File: config.mk
export PLATFORM = sky130hd
export DESIGN_NAME = reg_cmd_seq
export DESIGN_NICKNAME = d
export VERILOG_FILES = /design/src/rtl/reg_cmd_seq.sv
export SDC_FILE = /design/constraint.sdc
export NUM_CORES = 1
export LEC_CHECK = 0
export ABC_CLOCK_PERIOD_IN_PS = 1900
export BUFFER_PORTS_ARGS = -buffer_cell sky130_fd_sc_hd__clkbuf_2
export CAP_MARGIN = 25
export CORE_MARGIN = 2
export CORE_UTILIZATION = 23
export CTS_CLUSTER_DIAMETER = 40
export DETAILED_ROUTE_END_ITERATION = 10
export PLACE_DENSITY = 0.5
export REMOVE_ABC_BUFFERS = 1
export SLEW_MARGIN = 20
export SYNTH_ARGS = -nofsm -noshare
export SYNTH_HDL_FRONTEND = slang
export SYNTH_SLANG_ARGS = --single-unit
File: constraint.sdc
create_clock -name clk -period 1.9 [get_ports clk]
set_clock_uncertainty 0.15 [all_clocks]
set_input_delay 0.38 -clock clk [delete_from_list [all_inputs] [get_ports clk]]
set_output_delay 0.38 -clock clk [all_outputs]
set_load 0.05 [all_outputs]
File: src/rtl/reg_cmd_seq.sv
// reg_cmd_seq
// Command sequencer sitting in front of a 4-bit universal register.
// Each accepted command is expanded into a train of single-cycle control
// strobes (cl/ld/inc/dec/sr/sl) with matching serial fill bits, so that
// "increment by N", "shift by N" and "rotate by N" become N strobe cycles.
//
// Ports:
//   clk, rst_n          clock (rising edge), asynchronous active-low reset
//   cmd_valid/cmd_ready command handshake; ready only while idle
//   cmd_op              0 NOP, 1 CLR, 2 LOAD, 3 INC, 4 DEC, 5 SHR, 6 SHL, 7 ROR
//   cmd_arg             LOAD data, or repeat count for INC/DEC/SHR/SHL/ROR
//   cmd_fill            serial fill bit for SHR/SHL
//   abort               cancels the remaining strobes of the running command
//   reg_q               register output fed back (ROR fill source)
//   cl..sl, ir, il      register control strobes and serial fill bits
//   ld_data             parallel-load data, valid while ld is high
//   busy, done          command in progress / one-cycle completion pulse
module reg_cmd_seq #(
  parameter int DATA_W = 4
) (
  input  logic              clk,
  input  logic              rst_n,
  input  logic              cmd_valid,
  output logic              cmd_ready,
  input  logic [2:0]        cmd_op,
  input  logic [DATA_W-1:0] cmd_arg,
  input  logic              cmd_fill,
  input  logic              abort,
  input  logic [DATA_W-1:0] reg_q,
  output logic              cl,
  output logic              ld,
  output logic              inc,
  output logic              dec,
  output logic              sr,
  output logic              sl,
  output logic              ir,
  output logic              il,
  output logic [DATA_W-1:0] ld_data,
  output logic              busy,
  output logic              done
);

  localparam logic [2:0] OP_NOP  = 3'd0;
  localparam logic [2:0] OP_CLR  = 3'd1;
  localparam logic [2:0] OP_LOAD = 3'd2;
  localparam logic [2:0] OP_INC  = 3'd3;
  localparam logic [2:0] OP_DEC  = 3'd4;
  localparam logic [2:0] OP_SHR  = 3'd5;
  localparam logic [2:0] OP_SHL  = 3'd6;
  localparam logic [2:0] OP_ROR  = 3'd7;

  typedef enum logic [1:0] {
    IDLE = 2'd0,
    RUN  = 2'd1,
    FIN  = 2'd2
  } state_t;

  state_t            state, state_next;
  logic [2:0]        op_q, op_next;
  logic [DATA_W-1:0] arg_q, arg_next;
  logic              fill_q, fill_next;
  logic [DATA_W-1:0] count_q, count_next;
  logic [DATA_W-1:0] accept_count;

  // Only bit 0 of the feedback is used (ROR fill); the rest is dropped here.
  logic unused_reg_bits;
  assign unused_reg_bits = ^reg_q[DATA_W-1:1];

  assign cmd_ready = (state == IDLE);
  assign busy      = (state != IDLE);

  // State and latched command. Reset clears everything at once, which also
  // kills any strobe train in flight because the strobes decode this state.
  always_ff @(posedge clk or negedge rst_n) begin
    if (!rst_n) begin
      state   <= IDLE;
      op_q    <= 3'd0;
      arg_q   <= '0;
      fill_q  <= 1'b0;
      count_q <= '0;
    end else begin
      state   <= state_next;
      op_q    <= op_next;
      arg_q   <= arg_next;
      fill_q  <= fill_next;
      count_q <= count_next;
    end
  end

  // Number of strobe cycles a newly accepted command expands into.
  always_comb begin
    accept_count = cmd_arg;
    case (cmd_op)
      OP_NOP:          accept_count = '0;
      OP_CLR, OP_LOAD: accept_count = DATA_W'(1);
      default:         accept_count = cmd_arg;
    endcase
  end

  // Next-state logic and strobe decode. Strobes only ever come from RUN and
  // the latched opcode; ROR takes its fill straight from the register so each
  // step sees the value left by the previous strobe.
  always_comb begin
    state_next = state;
    op_next    = op_q;
    arg_next   = arg_q;
    fill_next  = fill_q;
    count_next = count_q;
    cl         = 1'b0;
    ld         = 1'b0;
    inc        = 1'b0;
    dec        = 1'b0;
    sr         = 1'b0;
    sl         = 1'b0;
    ir         = 1'b0;
    il         = 1'b0;
    ld_data    = '0;
    done       = 1'b0;
    case (state)
      IDLE: begin
        if (cmd_valid) begin
          op_next    = cmd_op;
          arg_next   = cmd_arg;
          fill_next  = cmd_fill;
          count_next = accept_count;
          if (cmd_op == OP_NOP || accept_count == '0) begin
            state_next = FIN;
          end else begin
            state_next = RUN;
          end
        end
      end
      RUN: begin
        case (op_q)
          OP_CLR:  cl = 1'b1;
          OP_LOAD: begin
            ld      = 1'b1;
            ld_data = arg_q;
          end
          OP_INC:  inc = 1'b1;
          OP_DEC:  dec = 1'b1;
          OP_SHR: begin
            sr = 1'b1;
            ir = fill_q;
          end
          OP_ROR: begin
            sr = 1'b1;
            ir = reg_q[0];
          end
          OP_SHL: begin
            sl = 1'b1;
            il = fill_q;
          end
          default: ;
        endcase
        count_next = count_q - DATA_W'(1);
        if (count_q == DATA_W'(1) || abort) begin
          done       = 1'b1;
          state_next = IDLE;
        end
      end
      FIN: begin
        done       = 1'b1;
        state_next = IDLE;
      end
      default: state_next = IDLE;
    endcase
  end

endmodule

Word-level counts from Yosys, hierarchy flattened
Cells that the tools add are included.
{"block": "totals", "reg_bits": 14, "input_bits": 16, "output_inout_bits": 15, "wordCells": 59}
{"block": "classes", "add_sub_neg": 1, "eq_ne": 14, "muxes": 27, "reduce_logical": 12}
{"op": "$mux W1", "n": 16}
{"op": "$pmux W4 S2", "n": 2}
{"op": "$eq A3 B3 Y1 const B", "n": 4}
{"op": "$mux W4", "n": 3}
{"op": "$eq A3 B2 Y1 const B", "n": 3}
{"op": "$eq A3 B1 Y1 const B", "n": 2}
{"op": "$mux W2", "n": 3}
{"op": "$reduce_and A2 Y1", "n": 3}
{"op": "$eq A4 B1 Y1 const B", "n": 1}
{"op": "$logic_not A4 Y1", "n": 1}
{"op": "$ne A2 B2 Y1 const B", "n": 2}
{"op": "$pmux W1 S2", "n": 2}
{"op": "$pmux W2 S2", "n": 1}
{"op": "$reduce_bool A2 Y1", "n": 2}
{"op": "$reduce_or A2 Y1", "n": 2}
{"op": "$sub A4 B1 Y4 const B", "n": 1}
{"op": "$logic_not A3 Y1", "n": 1}
{"op": "$eq A2 B1 Y1 const B", "n": 1}
{"op": "$eq A2 B2 Y1 const B", "n": 1}
{"op": "$logic_not A2 Y1", "n": 1}
{"op": "$logic_or A1 B1 Y1", "n": 2}

Depth between registers and ports, before layout
{"block": "depth", "word_depth": 8, "mapped_depth": 7, "depth_no_buf": 6}

Worst setup path after synthesis
No wires, ideal clock.
{"block": "synth_timing", "path_type": "register -> output", "start": "reg state[1]", "end": "out ld_data[0]", "arrival_time_ns": 2.057, "t_required_ns": 1.370, "path_slack_ns": -0.687, "stages_incl_launch_ff": 7, "n_path_buf": 1, "path_cell_list": "dfrtp_1 -> inv_1 -> ha_1 -> buf_6 -> inv_2 -> nor4b_4 -> and2_1"}
{"block": "synth_between", "elab_chain_cells": 2}
{"element": "start: declaration", "line": "58", "source": "state_t state, state_next;"}
{"element": "start signal: assignment", "line": "82", "source": "state <= state_next;"}
{"element": "$eq A2 B1 Y1", "line": "119", "source": "case (state)"}
{"element": "$mux W4", "line": "119"}
{"element": "end: declaration", "line": "38", "source": "output logic [DATA_W-1:0] ld_data,"}
No other way between the ends.

Final worst setup path
{"block": "layout_timing", "start": "reg state[1]", "end": "out il"}
{"block": "layout_between", "elab_chain_cells": 2}
{"element": "$eq A2 B1 Y1", "line": "119"}
{"element": "$mux W1", "line": "119"}
{"element": "end: declaration", "line": "37", "source": "output logic il,"}
No other way between the ends.

==> reports/results.txt <==
Yosys top cell by area: dfrtp_1
Hold_ws: 0.2195 ns
Die X: 66.06 um
Synth-to-Final Area Change: 82.34%
Die height: 66.06 um
Startpoint Class: flop
Gr usage total: 0.1072
Setup CP Type: flop to primary output
P per Cell Area: 1592 nW/um^2
Synth top area share: 0.3955
Xor and xnor area share after synthesis: 0
Worst Max-Slew Pin Slew: 0.3675 ns
GRT overflow: 0
Final HPWL DP: 1.647 mm
Vias per cell: 4.423
Inserted Clock Buffers: 3
Crit path arrival time: 1.59 ns
Simple-gate share of the synthesized area: 0.2034
Seq/Total Area, Yosys: 0.3955
Layout cells sized above 1: 0.5957
Tmin final: 2.118 ns
Most common cell after layout, fill and taps aside: buf_4
Starting Density: 0.2402
Reg2Reg Setup Slack: 0.03 ns
Clock Sinks: 14
Clock Tree Root: clkbuf_8
Vias: 836
Most frequent cells in the layout: buf_4 (18), dfrtp_1 (14), clkbuf_2 (12)
DRC Markers: 0
Final Non-Filler Cells: 189
Fin util: 0.4379
Synth cell types: 33
Gate Count Post-Synth: 87
Die ar.: 4364 um^2
Fraction of synthesized area in multiplexers: 0.1384
Per-cell routed wire length: 12.38 um
Final hold violation count: 0
Fin. max-slew vios: 0
Hold worst-path end: fill_q
Reg2reg path depth: 9
Crit-path slowest cell: dfrtp_1
HP Class: primary input to flop
# diodes: 0
Pleak: 0.7290 nW
Clock slew at reported path FFs: 0.06 ns
CP endpoint kind: primary output
IO buf count: 27
Syn avg cell area: 10.18 um^2
Outcome: complete, but fails checks
Hold_sp: cmd_fill
Synth Area in Compound Gates: 0.1441
Core ar.: 3689 um^2
Period utilisation layout: 1.115
Clock Latency Late Sink: 0.24 ns
Worst hold stages: 2
First-pass GRT wire length: 3.670 mm
Worst Path Max Fanout: 3
Max stage delay on crit path: 0.39 ns
Nets: 163
Crit path cell chain: inv_2 > ha_4 > inv_4 > buf_12 > nor2_4 > and3_4 > and2_4 > clkbuf_16
VDD IR max: 0.9423 mV
Top cells by area, synth: dfrtp_1 (40%), mux2_2 (10%), ha_1 (7.1%)
RSZ-0062 raised after global routing: yes
Largest net degree at the start of global routing: 15
Fmax: 0.4722 GHz
Drt total wl: 2.339 mm
Final worst slack: -0.2179 ns
Crit Reg-Reg Startpoint: state[0]
Row Count: 22
Failing checks: negative setup slack
Vias in the first global route: 861
Largest family of logic cells by synthesized area: simple AND/OR/NAND/NOR gates
Clock tree buffer depth: 2
Drt first pass iters: 4
Data required, critical path: 1.37 ns
Routability cong.: 0.7115
Iter 0 DRT Violations: 8
Warnings, synthesis: 0
Post-DRT Antenna Nets: 0
Initial antenna violation count: 0
Final setup viols: 12
Placed cells: 173
Post-synthesis cell area: 885.9 um^2
Num ports: 31
Worst r2r dst: count_q[3]
Max-cap violation count: 0
Seq cells post-synth: 14
Htree depth: 1
Rel. slew slack: 0.7550
TritonCTS clock tree: built
Synth Area in Adders: 0.07062
==> Yosys cell counts, drive strengths merged <==
| cell type | n |
|---|---|
| nor3 | 4 |
| dfrtp | 14 |
| nand2b | 1 |
| o21ai | 2 |
| ha | 5 |
| a22o | 1 |
| a211oi | 2 |
| nor2 | 6 |
| a21o | 1 |
| buf | 2 |
| nor4b | 1 |
| o22a | 1 |
| and2 | 5 |
| a31oi | 2 |
| inv | 7 |
| and3 | 2 |
| o21a | 1 |
| nor2b | 2 |
| nor3b | 2 |
| o31a | 1 |
| o31ai | 2 |
| mux2 | 8 |
| nand2 | 6 |
| nand3b | 1 |
| a21oi | 4 |
| o32ai | 1 |
| or3 | 1 |
| mux2i | 2 |
==> power by group <==
| part | internal (mW) | switching, mW | total (mW) | leakage [nW] |
|---|---|---|---|---|
| Sequential | 0.442 | 0.169 | 0.611 | 0.167 |
| Clock | 0.183 | 0.106 | 0.289 | 0.0288 |
| Combinational | 0.880 | 0.791 | 1.67 | 0.533 |
==> worst max-delay path by stage <==
stage | start | slack [ns] | cells past startpoint | end
finish | state[1] | -0.22 | 8 | il
global route | count_q[1] | -0.29 | 7 | done
CTS | state[1] | -0.20 | 6 | ld_data[2]
detailed placement | state[1] | -0.12 | 6 | ld_data[2]
global placement | state[1] | -0.12 | 6 | ld_data[1]
floorplan | state[1] | -0.83 | 5 | ld_data[0]
==> cells by family (layout without fill, tap and decap cells) <==
family | Yosys count | count (layout)
muxes | 10 | 10
adders and majority gates | 5 | 5
DFF | 14 | 14
and+or+nand+nor | 31 | 31
AOI/OAI and AO/OA | 18 | 18
buffers and inverters | 9 | 63
==> through the flow <==
step                TNS (ns)  power [mW]  instance area, um^2  setup WS (ns)
global route          -2.614       2.740                 1615        -0.2916
CTS                   -1.849       2.237                 1439        -0.2039
floorplan             -8.540       1.326                869.6        -0.8292
finish                -1.678       2.571                 1615        -0.2179
detailed placement   -0.6863       1.710                 1177        -0.1161
global placement     -0.6323       1.680                 1177        -0.1247
==> critical path: cells and delay by family, from the launching register on <==
family                   cells  cell delay (ns)
flip-flops                   1             0.39
adder cells (fa/ha/maj)      1             0.15
buffers and inverters        4             0.40
AND/OR/NAND/NOR              3             0.42
==> per-layer routing <==
layer / global-route usage / routed length [um]
met5: 0 / 0
met1: 0.1204 / 914
met2: 0.2071 / 1340
met3: 0.02555 / 75
met4: 0.01531 / 9
==> layout make-up <==
type,count,area [um^2]
clock buffers,4,55.05
fillers,359,2073
inverters,7,33.78
multi-input cells,64,595.6
flip-flops and latches,14,350.3
well taps,48,60.06
repair buffers,52,520.5
==> state kept, by name, indices dropped and copies added, names as in the netlist <==
signal and flops:
arg_q 4, count_q 4, op_q 3, state 2, fill_q 1
==> repair_timing <==
item,CTS,global route
pin swaps,10,8
setup endpoints to repair,15,21
hold buffers,1,0
gates resized for setup,42,35
endpoints found under the hold margin,14,0
buffers inserted,2,10
No activity file was read; power rests on OpenSTA's default activity.
